File: config.mk
export PLATFORM = sky130hd
export DESIGN_NAME = mul_operand_stage
export DESIGN_NICKNAME = d
export VERILOG_FILES = /design/src/rtl/mul_pkg.sv /design/src/rtl/mul_sm_conv.sv /design/src/rtl/mul_operand_stage.sv
export SDC_FILE = /design/constraint.sdc
export NUM_CORES = 1
export LEC_CHECK = 0
export ABC_CLOCK_PERIOD_IN_PS = 3200
export BUFFER_PORTS_ARGS = -buffer_cell sky130_fd_sc_hd__buf_2
export CELL_PAD_IN_SITES_DETAIL_PLACEMENT = 2
export CELL_PAD_IN_SITES_GLOBAL_PLACEMENT = 2
export CORE_MARGIN = 8
export CORE_UTILIZATION = 29
export DETAILED_ROUTE_END_ITERATION = 8
export PLACE_DENSITY_LB_ADDON = 0.1
export SYNTH_ARGS = -nofsm -noshare
export SYNTH_HDL_FRONTEND = slang
export SYNTH_SLANG_ARGS = --single-unit
File: constraint.sdc
create_clock -name clk -period 3.2 [get_ports clk]
set_clock_uncertainty 0.05 [all_clocks]
set_input_delay 0.48 -clock clk [delete_from_list [all_inputs] [get_ports clk]]
set_output_delay 0.48 -clock clk [all_outputs]
set_load 0.02 [all_outputs]
File: src/rtl/mul_pkg.sv
// rtl/mul_pkg.sv - shared types and sign/magnitude helpers for the multiplier operand stage
package mul_pkg;

    localparam int MUL_MAXW = 64;

    typedef enum logic [1:0] {
        S_A   = 2'd0,
        S_B   = 2'd1,
        S_OUT = 2'd2
    } op_state_e;

    // Operates on a zero-extended w-bit operand; returns {mag, sign} with sign in bit 0
    // so callers can truncate to (w+1) bits with a single cast.
    function automatic logic [MUL_MAXW:0] sm_mag(input logic [MUL_MAXW-1:0] x,
                                                 input int unsigned w);
        logic [MUL_MAXW-1:0] mask;
        logic [MUL_MAXW-1:0] mag;
        logic                sign;
        mask = {MUL_MAXW{1'b1}} >> (MUL_MAXW - w);
        sign = |(x & mask & ~(mask >> 1));
        mag  = sign ? ((~x + MUL_MAXW'(1)) & mask) : x;
        return {mag, sign};
    endfunction

    // map[k] = OR of all magnitude bits above k; zero-extension keeps the top bit 0.
    function automatic logic [MUL_MAXW-1:0] high_map(input logic [MUL_MAXW-1:0] mag);
        logic [MUL_MAXW-1:0] m;
        logic                seen;
        m    = '0;
        seen = 1'b0;
        for (int k = MUL_MAXW - 1; k >= 0; k--) begin
            m[k] = seen;
            seen = seen | mag[k];
        end
        return m;
    endfunction

endpackage

File: src/rtl/mul_sm_conv.sv
// rtl/mul_sm_conv.sv - combinational two's-complement to sign+magnitude converter
module mul_sm_conv
    import mul_pkg::*;
#(
    parameter int BITS = 16
) (
    input  logic [BITS-1:0] data_i,
    output logic [BITS-1:0] mag_o,
    output logic            sign_o
);

    assign {mag_o, sign_o} = (BITS + 1)'(sm_mag(MUL_MAXW'(data_i), BITS));

endmodule

File: src/rtl/mul_operand_stage.sv
// rtl/mul_operand_stage.sv - collects A then B, registers sign/magnitude pair and A high-bit map
// Optional zero_o output enabled by MUL_OPSTAGE_ZERO_FLAG_EN.
module mul_operand_stage
    import mul_pkg::*;
#(
    parameter int BITS = 16
) (
    input  logic            clk,
    input  logic            rst,
    input  logic            flush,
    input  logic            in_valid,
    output logic            in_ready,
    input  logic [BITS-1:0] in_data,
    output logic            out_valid,
    input  logic            out_ready,
    output logic [BITS-1:0] A_mag,
    output logic [BITS-1:0] B_mag,
    output logic [BITS-1:0] a_map,
    output logic            Sign_a,
    output logic            Sign_b
`ifdef MUL_OPSTAGE_ZERO_FLAG_EN
    ,
    output logic            zero_o
`endif
);

    op_state_e       state_q, state_d;
    logic [BITS-1:0] a_mag_q, b_mag_q, a_map_q;
    logic            sign_a_q, sign_b_q;
    logic [BITS-1:0] conv_mag;
    logic            conv_sign;
    logic            accept, cap_a, cap_b;

    mul_sm_conv #(.BITS(BITS)) u_conv (
        .data_i (in_data),
        .mag_o  (conv_mag),
        .sign_o (conv_sign)
    );

    always_comb begin
        state_d  = state_q;
        in_ready = 1'b1;
        if (state_q == S_OUT) begin
            in_ready = out_ready;
        end
        if (flush) begin
            in_ready = 1'b0;
        end
        accept = in_valid & in_ready;
        cap_a  = accept & (state_q != S_B);
        cap_b  = accept & (state_q == S_B);

        case (state_q)
            S_A:     if (accept) state_d = S_B;
            S_B:     if (accept) state_d = S_OUT;
            S_OUT:   if (out_ready) state_d = accept ? S_B : S_A;
            default: state_d = S_A;
        endcase
        if (flush) begin
            state_d = S_A;
        end
    end

    always_ff @(posedge clk) begin
        if (rst) begin
            state_q  <= S_A;
            a_mag_q  <= '0;
            b_mag_q  <= '0;
            a_map_q  <= '0;
            sign_a_q <= 1'b0;
            sign_b_q <= 1'b0;
        end else begin
            state_q <= state_d;
            if (cap_a) begin
                a_mag_q  <= conv_mag;
                sign_a_q <= conv_sign;
                a_map_q  <= BITS'(high_map(MUL_MAXW'(conv_mag)));
            end
            if (cap_b) begin
                b_mag_q  <= conv_mag;
                sign_b_q <= conv_sign;
            end
        end
    end

`ifdef MUL_OPSTAGE_ZERO_FLAG_EN
    logic zero_q;

    always_ff @(posedge clk) begin
        if (rst) begin
            zero_q <= 1'b0;
        end else if (cap_b) begin
            zero_q <= (a_mag_q == '0) | (conv_mag == '0);
        end
    end

    assign zero_o = zero_q;
`endif

    assign out_valid = (state_q == S_OUT);
    assign A_mag     = a_mag_q;
    assign B_mag     = b_mag_q;
    assign a_map     = a_map_q;
    assign Sign_a    = sign_a_q;
    assign Sign_b    = sign_b_q;

endmodule

==> results.sh <==
export IMPL_status="completed"
export IMPL_cts_made_buffers=5
export IMPL_cts_buffer_depth=2
export IMPL_async_reset_ff_share_pct=0
export IMPL_ios=73
export IMPL_min_from="flush"
export IMPL_critical_path_class="primary input to flip-flop"
export IMPL_wl_per_cell_um=17.6
export IMPL_reg2reg_slack_ps=1090
export IMPL_grt_pass1_wl_um=12300
export IMPL_vias_per_cell=5.01
export IMPL_chipHeight_um=105
export IMPL_wl_um=7440
export IMPL_syn_to_final_growth_pct=27.1
export IMPL_diodes=0
export IMPL_grt_max_degree=51
export IMPL_worstPathRequired_ps=3300
export IMPL_ys_ff_latch=50
export IMPL_slowest_stage="or4b_4"
export IMPL_critPathBufInv=2
export IMPL_hold_depth=2
export IMPL_final_min_clock_period_ps=2580
export IMPL_antenna_found_initial=0
export IMPL_synth_area_mm2=0.00228
export IMPL_slew_headroom_pct=37.8
export IMPL_start_util_pct=29.6
export IMPL_synth_area_leaders="dfxtp_1 (44%), a211oi_1 (9.9%), nor2_1 (8.9%), mux2i_1 (4.8%), clkbuf_1 (2.3%)"
export IMPL_die_area_mm2=0.0109
export IMPL_fillers=921
export IMPL_drive_above_1_share_pct=31.3
export IMPL_synth_main_ff_cell="dfxtp_1"
export IMPL_clockRootBuffer="clkbuf_8"
export IMPL_grt_use_total_pct=13.6
export IMPL_ctsHoldBuffers=0
export IMPL_cap_violations=0
export IMPL_port_buffers=71
export IMPL_row_count=32
export IMPL_avgSynthCellArea_um2=9.11
export IMPL_dp_hpwl_um=5720
export IMPL_tightest_slew_ps=933
export IMPL_synth_cells=250
export IMPL_drtIter0Drc=52
export IMPL_clock_sinks=50
export IMPL_synth_area_leader_cell="dfxtp_1"
export IMPL_finalSetupViolCount=0
export IMPL_grt_pass1_vias=2275
export IMPL_postRouteAntennaNets=0
export IMPL_report_final_slew_viol_count=0
export IMPL_max_stage_delay_ps=520
export IMPL_drc=0
export IMPL_syn_nets=272
export IMPL_cts_tree="yes"
export IMPL_drt_pre_antenna_iters=4
export IMPL_timing_final_crit_share_pct=80.5
export IMPL_path_delay_family="simple AND/OR/NAND/NOR gates"
export IMPL_design_core_area_mm2=0.00769
export IMPL_post_cts_buffers=0
export IMPL_grt_overflow_total=0
export IMPL_yosys_warnings=0
export IMPL_r2r_cells=7
export IMPL_final_nets=341
export IMPL_holdPathEnd="state_q[0]"
export IMPL_worstPathCellList="buf_2 -> inv_1 -> ha_1 -> or4b_4 -> o31ai_4 -> xor2_2 -> o211ai_2 -> nor4_4 -> a311oi_1"
export IMPL_cts_htree_levels=2
export IMPL_synth_edf_count=0
export IMPL_r2r_start="state_q[1]"
export IMPL_r2r_end="a_map[0]"
export IMPL_placed_area_mm2=0.00276
export IMPL_hold_path_class="primary input to flip-flop"
export IMPL_peakVddDrop_mv=0.276
export IMPL_setup_tns_ps=0
export IMPL_p_leak_uw=0.00121
export IMPL_insertion_delay_ps=300
export IMPL_grt_setup_unrepaired="false"
export IMPL_cts_clk_slew_worst_paths_ps=100
export IMPL_worstPathMaxFanout=5
export IMPL_vias=2115
export IMPL_ys_types=49
export IMPL_critPathLaunchType="primary input"
export IMPL_die_x_um=105
export IMPL_max_freq_mhz=388
export IMPL_p_per_area_mw_per_mm2=507
export IMPL_seq_area_frac_synth_pct=43.9
export IMPL_post_route_cell_area_mm2=0.00290
export IMPL_ctsResizeCount=0
export IMPL_hold_viol=0
export IMPL_cp_arrival_ps=2680
export IMPL_critPathCaptureType="flip-flop"
export IMPL_gp_congestion=0.708
export IMPL_synth_top_area_share_pct=43.9
## worst max path at each step
| stage | endpoint | cells past startpoint | startpoint | slack, ps |
|---|---|---|---|---|
| after floorplan | a_map[0] | 8 | in_data[0] | 730 |
| after global placement | a_map[0] | 9 | in_data[0] | 400 |
| after detailed placement | a_map[0] | 9 | in_data[0] | 280 |
| after CTS | a_map[0] | 9 | in_data[0] | 610 |
| after global routing | a_map[0] | 9 | in_data[0] | 520 |
| final | a_map[0] | 9 | in_data[0] | 620 |
## state kept, by name (all words and copies together), names as in the netlist
register,count
A_mag,16
B_mag,16
a_map,14
state_q,2
Sign_a,1
Sign_b,1
## final cells by class
type                    count  area [um2]  share of cell area, %
multi-input cells         179        1200                   41.4
flip-flops and latches     50        1000                   34.6
repair buffers             79         415                   14.3
well taps                 102         128                   4.41
clock buffers               5        68.8                   2.38
clock inverters             3        68.8                   2.38
inverters                   4        15.0                  0.518
## power by group
group | switching (uW) | leakage (uW) | internal [uW]
sequential | 18.5 | 0.000409 | 656
clock | 216 | 0.0000683 | 313
combinational | 176 | 0.000735 | 89.2
## routing by layer
layer | track usage [%] | routed length [um] | share of wire, %
met5 | 0 | 0 | 0
met4 | 3.36 | 49 | 0.66
met3 | 3.13 | 335 | 4.5
met2 | 22.9 | 3650 | 49
met1 | 17.1 | 3410 | 46
## placed cells by master (no fill, tap or decap), types with 2 or more instances in the layout
cell       count
clkbuf_8       5
or2_2          2
nor3_1         7
bufinv_16      2
or4_1          2
xor2_1         6
mux2i_1       11
or3_1          2
buf_2         71
a211oi_1      30
nor2b_1        5
nor2_1        54
and3_1         2
dfxtp_1       50
nand4_1        3
o41ai_1        2
nand2b_1       2
a21oi_1        3
o21ai_0        4
nand3_1        3
xnor2_1        5
buf_4          8
nor4_1         3
inv_1          4
a311oi_1       4
nand2_1        2
and2_1         2
## Yosys cell counts, drive strengths merged (3+ instances only)
library cell,count
nand4,3
inv,4
dfxtp,50
o41ai,3
nand3,3
buf,3
xnor2,5
nor3,9
o21ai,4
a211oi,30
nor4,4
or3,3
mux2i,11
clkbuf,14
a21oi,3
nor2,54
xor2,7
a311oi,4
nor2b,5
## metrics by stage
stage	util (%)	std cells	setup WS, ps	hold slack (ps)	power [uW]
4_1_cts	37.7	422	606	310	1500
2_1_floorplan	-	250	730	498	850
3_3_place_gp	35.9	414	396	420	953
5_1_grt	37.7	422	517	324	1540
6_report	37.7	422	624	322	1470
3_5_place_dp	35.9	414	279	435	960
## cells by family after synthesis
kind of cell / share of synthesized area, %
and+or+nand+nor: 23.0
adders and majority gates: 0.549
other: 0.165
DFF: 43.9
muxes: 4.83
buffers and inverters: 3.84
xor gates and xnor gates: 4.94
AOI/OAI and AO/OA: 18.7
(Power assumes the default switching activity.)
